--- src/rtl/gol_pkg.sv ---
// Shared constants and grid-geometry helpers for the 8x8 Game of Life block.
// Cell (r,c) lives at bit 63-8r-c, so row 0 is the top byte and column 0 is each byte's MSB.
package gol_pkg;

    localparam int DIM   = 8;
    localparam int CELLS = DIM * DIM;
    localparam int NBRS  = 8;

    localparam logic [CELLS-1:0] GLIDER = 64'h4020_E000_0000_0000;

    // Row/column offsets of the eight neighbours, scanned top-left to bottom-right.
    localparam int signed DR [NBRS] = '{-1, -1, -1,  0, 0,  1, 1, 1};
    localparam int signed DC [NBRS] = '{-1,  0,  1, -1, 1, -1, 0, 1};

    function automatic logic [5:0] cell_idx(int signed r, int signed c);
        return 6'(CELLS - 1 - DIM * r - c);
    endfunction

    // Positions outside the grid read as dead; the edges never wrap around.
    function automatic logic cell_at(logic [CELLS-1:0] g, int signed r, int signed c);
        if (r < 0 || r >= DIM || c < 0 || c >= DIM)
            return 1'b0;
        return g[cell_idx(r, c)];
    endfunction

endpackage

--- src/rtl/gol_if.sv ---
// Per-cell connection: present cell value, its eight neighbours, and the next-generation value.
interface gol_if;

    logic       cur;
    logic [7:0] nbr;
    logic       nxt;

    modport master (output cur, output nbr, input  nxt);
    modport slave  (input  cur, input  nbr, output nxt);

endinterface

--- src/rtl/gol_cell.sv ---
// One Conway B3/S23 cell: popcount of the eight neighbours followed by the birth/survival rule.
module gol_cell
    import gol_pkg::*;
(
    gol_if.slave io
);

    logic [3:0] cnt;

    always_comb begin
        cnt = 4'd0;
        for (int i = 0; i < NBRS; i++)
            cnt = cnt + {3'b000, io.nbr[i]};
        io.nxt = (cnt == 4'd3) | (io.cur & (cnt == 4'd2));
    end

endmodule

--- src/rtl/gol.sv ---
// 8x8 Game of Life: 64 cell-rule instances feed a 64-flop generation register loaded with SEED on start.
module gol
    import gol_pkg::*;
#(
    parameter logic [63:0] SEED = GLIDER
)
(
    input  logic        start,
    input  logic        clk,
    output logic [63:0] outGrid
);

    logic [CELLS-1:0] grid_p0;
    logic [CELLS-1:0] nxt_grid;

    for (genvar r = 0; r < DIM; r++) begin : g_row
        for (genvar c = 0; c < DIM; c++) begin : g_col
            gol_if cif ();

            for (genvar k = 0; k < NBRS; k++) begin : g_nbr
                assign cif.nbr[k] = cell_at(grid_p0, r + DR[k], c + DC[k]);
            end

            assign cif.cur                = grid_p0[cell_idx(r, c)];
            assign nxt_grid[cell_idx(r, c)] = cif.nxt;

            gol_cell u_cell (
                .io (cif.slave)
            );
        end
    end

    // Stage p0: whole generation advances at once; start overrides evolution.
    always_ff @(posedge clk) begin
        if (start)
            grid_p0 <= SEED;
        else
            grid_p0 <= nxt_grid;
    end

    assign outGrid = grid_p0;

endmodule

--- config.mk ---
export PLATFORM = sky130hd
export DESIGN_NAME = gol
export DESIGN_NICKNAME = d
export VERILOG_FILES = /design/src/rtl/gol_pkg.sv /design/src/rtl/gol_if.sv /design/src/rtl/gol_cell.sv /design/src/rtl/gol.sv
export SDC_FILE = /design/constraint.sdc
export NUM_CORES = 1
export LEC_CHECK = 0
export BUFFER_PORTS_ARGS = -buffer_cell sky130_fd_sc_hd__buf_2
export CAP_MARGIN = 20
export CORE_MARGIN = 2
export CORE_UTILIZATION = 60
export CTS_CLUSTER_SIZE = 25
export DETAILED_ROUTE_END_ITERATION = 10
export PLACE_DENSITY = 0.79
export SLEW_MARGIN = 0
export SYNTH_ARGS = -nofsm -noshare
export SYNTH_HDL_FRONTEND = slang
export SYNTH_SLANG_ARGS = --single-unit
--- constraint.sdc ---
create_clock -name clk -period 3.2 [get_ports clk]
set_input_delay 0.32 -clock clk [delete_from_list [all_inputs] [get_ports clk]]
set_output_delay 0.32 -clock clk [all_outputs]
set_load 0.1 [all_outputs]
==> Flow_metrics.wiki <==
{| class="wikitable"
! Metric !! Value
|-
| Endpoint kind of the worst setup timing path || flip-flop
|-
| Power per Cell Area || 431 mW/mm²
|-
| Library cell with the largest summed area after synthesis || sky130_fd_sc_hd__fa_1
|-
| Part of the cycle the worst path needs || 0.949
|-
| Cell repeated most along the worst path || sky130_fd_sc_hd__fa_1
|-
| Reg-to-Reg End || outGrid[26]$_SDFF_PP0_
|-
| Mapped Cells || 1,060
|-
| Number of antenna violations at the first check in global routing || 0
|-
| Delay contributed by the slowest stage of the critical path || 0.59 ns
|-
| Ranking of synthesized cells by instance count || 347 x sky130_fd_sc_hd__inv_1, 196 x sky130_fd_sc_hd__fa_1, 161 x sky130_fd_sc_hd__ha_1
|-
| Number of global-route vias before repair || 7,919
|-
| Startpoint Class || flip-flop
|-
| Number of detailed-route iterations in the first pass || 4
|-
| Die area || 0.0193 mm²
|-
| Wire length of the first global-routing pass || 36.6 mm
|-
| Die W || 139 µm
|-
| Buffers from clock root to sink, at most || 2
|-
| Arrival time of data at the critical path endpoint || 3.29 ns
|-
| Critical path class || reg -> reg
|-
| Top achievable clock speed || 329 MHz
|-
| Transition time of the tightest slew-check pin || 0.577 ns
|-
| Lkg Pwr || 0.00618 µW
|-
| Dominant cells by area after synthesis || sky130_fd_sc_hd__fa_1 36%, sky130_fd_sc_hd__ha_1 18%, sky130_fd_sc_hd__inv_1 12%
|-
| CTS sink cnt || 64
|-
| Count of state elements after synthesis || 64
|-
| Number of hold-slack violations in the final timing report || 0
|-
| Critical register-to-register path startpoint || outGrid[19]$_SDFF_PP0_
|-
| Final worst path period need || 3.04 ns
|-
| Cell class contributing the biggest share of worst-path delay || adder cells
|-
| Total number of placement rows || 49
|-
| Number of synthesized flops with an enable pin || 0
|-
| Critical Path Fanout Max || 6
|-
| Area fraction of the dominant cell type after synthesis || 0.359
|-
| Starting Density || 0.610
|-
| Total global routing overflow || 0
|-
| Detail Placement HPWL || 17.1 mm
|-
| Max transition margin || 0.615
|-
| Antenna violation net count after detailed routing || 0
|-
| Max stage delay cell, worst path || sky130_fd_sc_hd__fa_1
|-
| Origin of the worst setup path || outGrid[19]$_SDFF_PP0_
|-
| Critical path capture point || outGrid[26]$_SDFF_PP0_
|-
| Routability-driven placement congestion ratio || 0.799
|-
| Largest net degree at the start of global routing || 32
|-
| Number of flip-flops under the largest register name || 64
|-
| Register-to-register setup slack || 0.16 ns
|-
| Sequential element share of the synthesized area || 0.117
|-
| Post-Synthesis Net Count || 1,419
|-
| Class of the worst hold path || reg -> reg
|-
| Worst-case vdd ir drop || 1.14 mV
|-
| Root buffer selected by CTS || sky130_fd_sc_hd__clkbuf_16
|-
| Count of final max-slew check failures || 0
|-
| Most numerous cell in the Yosys netlist || sky130_fd_sc_hd__inv_1
|-
| Worst hold slack || 0.520 ns
|-
| Req. time, crit path || 3.45 ns
|-
| Global-route usage over all layers || 0.235
|-
| Floorplan Core Area || 0.0179 mm²
|-
| I/O pin count || 66
|-
| Number of H-tree levels || 3
|-
| Share of post-route cells with drive strength above 1 || 0.182
|-
| Final nets || 1,485
|-
| Final WL || 20.5 mm
|-
| Share of async-settable or async-resettable flops after synthesis || 0
|-
| Worst-case setup slack after placement || 0.0899 ns
|-
| Crit path buf inv count || 3
|-
| Area added between synthesis and finish || 7.65%
|-
| Number of design rule violations left after detail routing || 0
|-
| Hold buffer count at CTS || 0
|-
| Setup slack after layout || 0.162 ns
|-
| Netlist Area Pre-Place || 0.0109 mm²
|-
| Vias after detailed routing || 6,947
|-
| Primary flip-flop cell chosen by synthesis mapping || sky130_fd_sc_hd__dfxtp_1
|-
| Avg Synthesized Cell Area || 10.3 µm²
|-
| Wire length per cell || 15.1 µm
|-
| TritonCTS clock tree || built
|-
| Register-to-Register Path Depth || 10
|-
| Synth cell types || 24
|-
| Number of warnings issued by yosys || 0
|-
| Clock-pin transition on the worst setup and hold timing paths || 0.06 ns
|-
| Outcome || finished clean
|-
| CP Depth || 10
|-
| Total setup violations reported at the end of the flow || 0
|-
| Number of port buffers || 65
|-
| Clock buffers created by TritonCTS || 9
|-
| Source-to-sink clock delay at the later pin of the worst-skew pair || 0.35 ns
|-
| Cells along the critical path || clkinvlp_4 -> fa_1 -> fa_1 -> inv_1 -> fa_1 -> inv_1 -> fa_1 -> a211oi_1 -> mux2i_1 -> nor4_2
|-
| Final antenna diode count || 0
|-
| Number of vias per cell after detailed routing || 5.11
|-
| Die height || 139 µm
|-
| Final Skew || 0.00776 ns
|-
| Drt first-iter violations || 200
|-
| Number of max-capacitance violations reported || 0
|}
==> metal layers <==
layer  global-route usage  wire length [µm]  share of wire  vias up
met5                    0                 0              0        -
met3               0.0314               532          0.026       18
met4               0.0595               257          0.013        0
met1                0.290              8740           0.43     3549
li1                     -                 -              -     3298
met2                0.436             11000           0.54       82
==> worst reg2reg max path, stage by stage, from the launching register on <==
cell,delay (ns)
sky130_fd_sc_hd__dfxtp_2,0.42
sky130_fd_sc_hd__clkinvlp_4,0.22
sky130_fd_sc_hd__fa_1,0.59
sky130_fd_sc_hd__fa_1,0.41
sky130_fd_sc_hd__inv_1,0.08
sky130_fd_sc_hd__fa_1,0.18
sky130_fd_sc_hd__inv_1,0.06
sky130_fd_sc_hd__fa_1,0.38
sky130_fd_sc_hd__a211oi_1,0.21
sky130_fd_sc_hd__mux2i_1,0.14
sky130_fd_sc_hd__nor4_2,0.25
==> layout by cell type (no fill, tap or decap), types with 4 or more instances in the layout <==
master                      netlist  final
sky130_fd_sc_hd__a2111oi_2        4      4
sky130_fd_sc_hd__a211oi_1        23     23
sky130_fd_sc_hd__a21oi_1          4      4
sky130_fd_sc_hd__a31oi_1         10     10
sky130_fd_sc_hd__buf_2            0     64
sky130_fd_sc_hd__buf_4           64     60
sky130_fd_sc_hd__clkbuf_16        0      9
sky130_fd_sc_hd__clkbuf_8         0      5
sky130_fd_sc_hd__dfxtp_1         64     57
sky130_fd_sc_hd__dfxtp_2          0      7
sky130_fd_sc_hd__fa_1           196    196
sky130_fd_sc_hd__ha_1           161    161
sky130_fd_sc_hd__inv_1          347    342
sky130_fd_sc_hd__mux2i_1         23     23
sky130_fd_sc_hd__nand2_1         11     11
sky130_fd_sc_hd__nand2b_1         4      4
sky130_fd_sc_hd__nor2_1          68     68
sky130_fd_sc_hd__nor2b_1         11     11
sky130_fd_sc_hd__nor4_2          31     31
sky130_fd_sc_hd__nor4b_4         17     17
sky130_fd_sc_hd__o211ai_1         5      5
==> area by class of cell <==
class,instances,area [µm²]
fill,1365,6140
tap,229,287
inverter,348,1320
sequential,64,1290
clock buffer,14,294
clock inverter,2,10.0
multi-input combinational,578,7770
timing repair buffer,125,791
==> worst min-delay path by stage <==
stage	to	startpoint	slack, ns	cells after the start
after floorplan	outGrid[63]$_SDFF_PP0_	outGrid[63]$_SDFF_PP0_	0.48	2
after global placement	outGrid[63]$_SDFF_PP0_	outGrid[63]$_SDFF_PP0_	0.51	2
after detailed placement	outGrid[63]$_SDFF_PP0_	outGrid[63]$_SDFF_PP0_	0.52	2
after CTS	outGrid[63]$_SDFF_PP0_	outGrid[63]$_SDFF_PP0_	0.53	2
after global routing	outGrid[63]$_SDFF_PP0_	outGrid[63]$_SDFF_PP0_	0.55	2
final	outGrid[63]$_SDFF_PP0_	outGrid[63]$_SDFF_PP0_	0.52	2
==> kinds of logic (layout without fill, tap and decap cells) <==
kind of cell / Yosys count / in the layout / share of synthesized area
and+or+nand+nor: 144 / 144 / 0.110
DFF: 64 / 64 / 0.117
buffers and inverters: 418 / 489 / 0.171
adders and majority gates: 357 / 357 / 0.543
muxes: 23 / 23 / 0.0211
AOI/OAI and AO/OA: 54 / 54 / 0.0373
==> what timing repair did <==
item / 4_1_cts / 5_1_grt
endpoints found under the setup margin: 0 / 11
gates resized for setup: 0 / 12
buffers inserted: 0 / 7
==> report_power, final <==
group	leakage, µW	internal (µW)	switching [µW]
Clock	0.000155	629	408
Sequential	0.000521	870	73.0
Combinational	0.00550	1170	1920
Total	0.00618	2670	2400
==> stage by stage <==
step | power (µW) | area [µm²] | instances | TNS (ns) | util
2_1_floorplan | 3460 | 10900 | 1060 | 0 | -
3_3_place_gp | 3880 | 11400 | 1337 | 0 | 0.636
3_5_place_dp | 4050 | 11400 | 1337 | 0 | 0.636
4_1_cts | 5130 | 11700 | 1353 | 0 | 0.653
5_1_grt | 5610 | 11800 | 1360 | -0.0175 | 0.657
6_report | 5070 | 11800 | 1360 | 0 | 0.657
No activity file was read; power rests on OpenSTA's default activity.
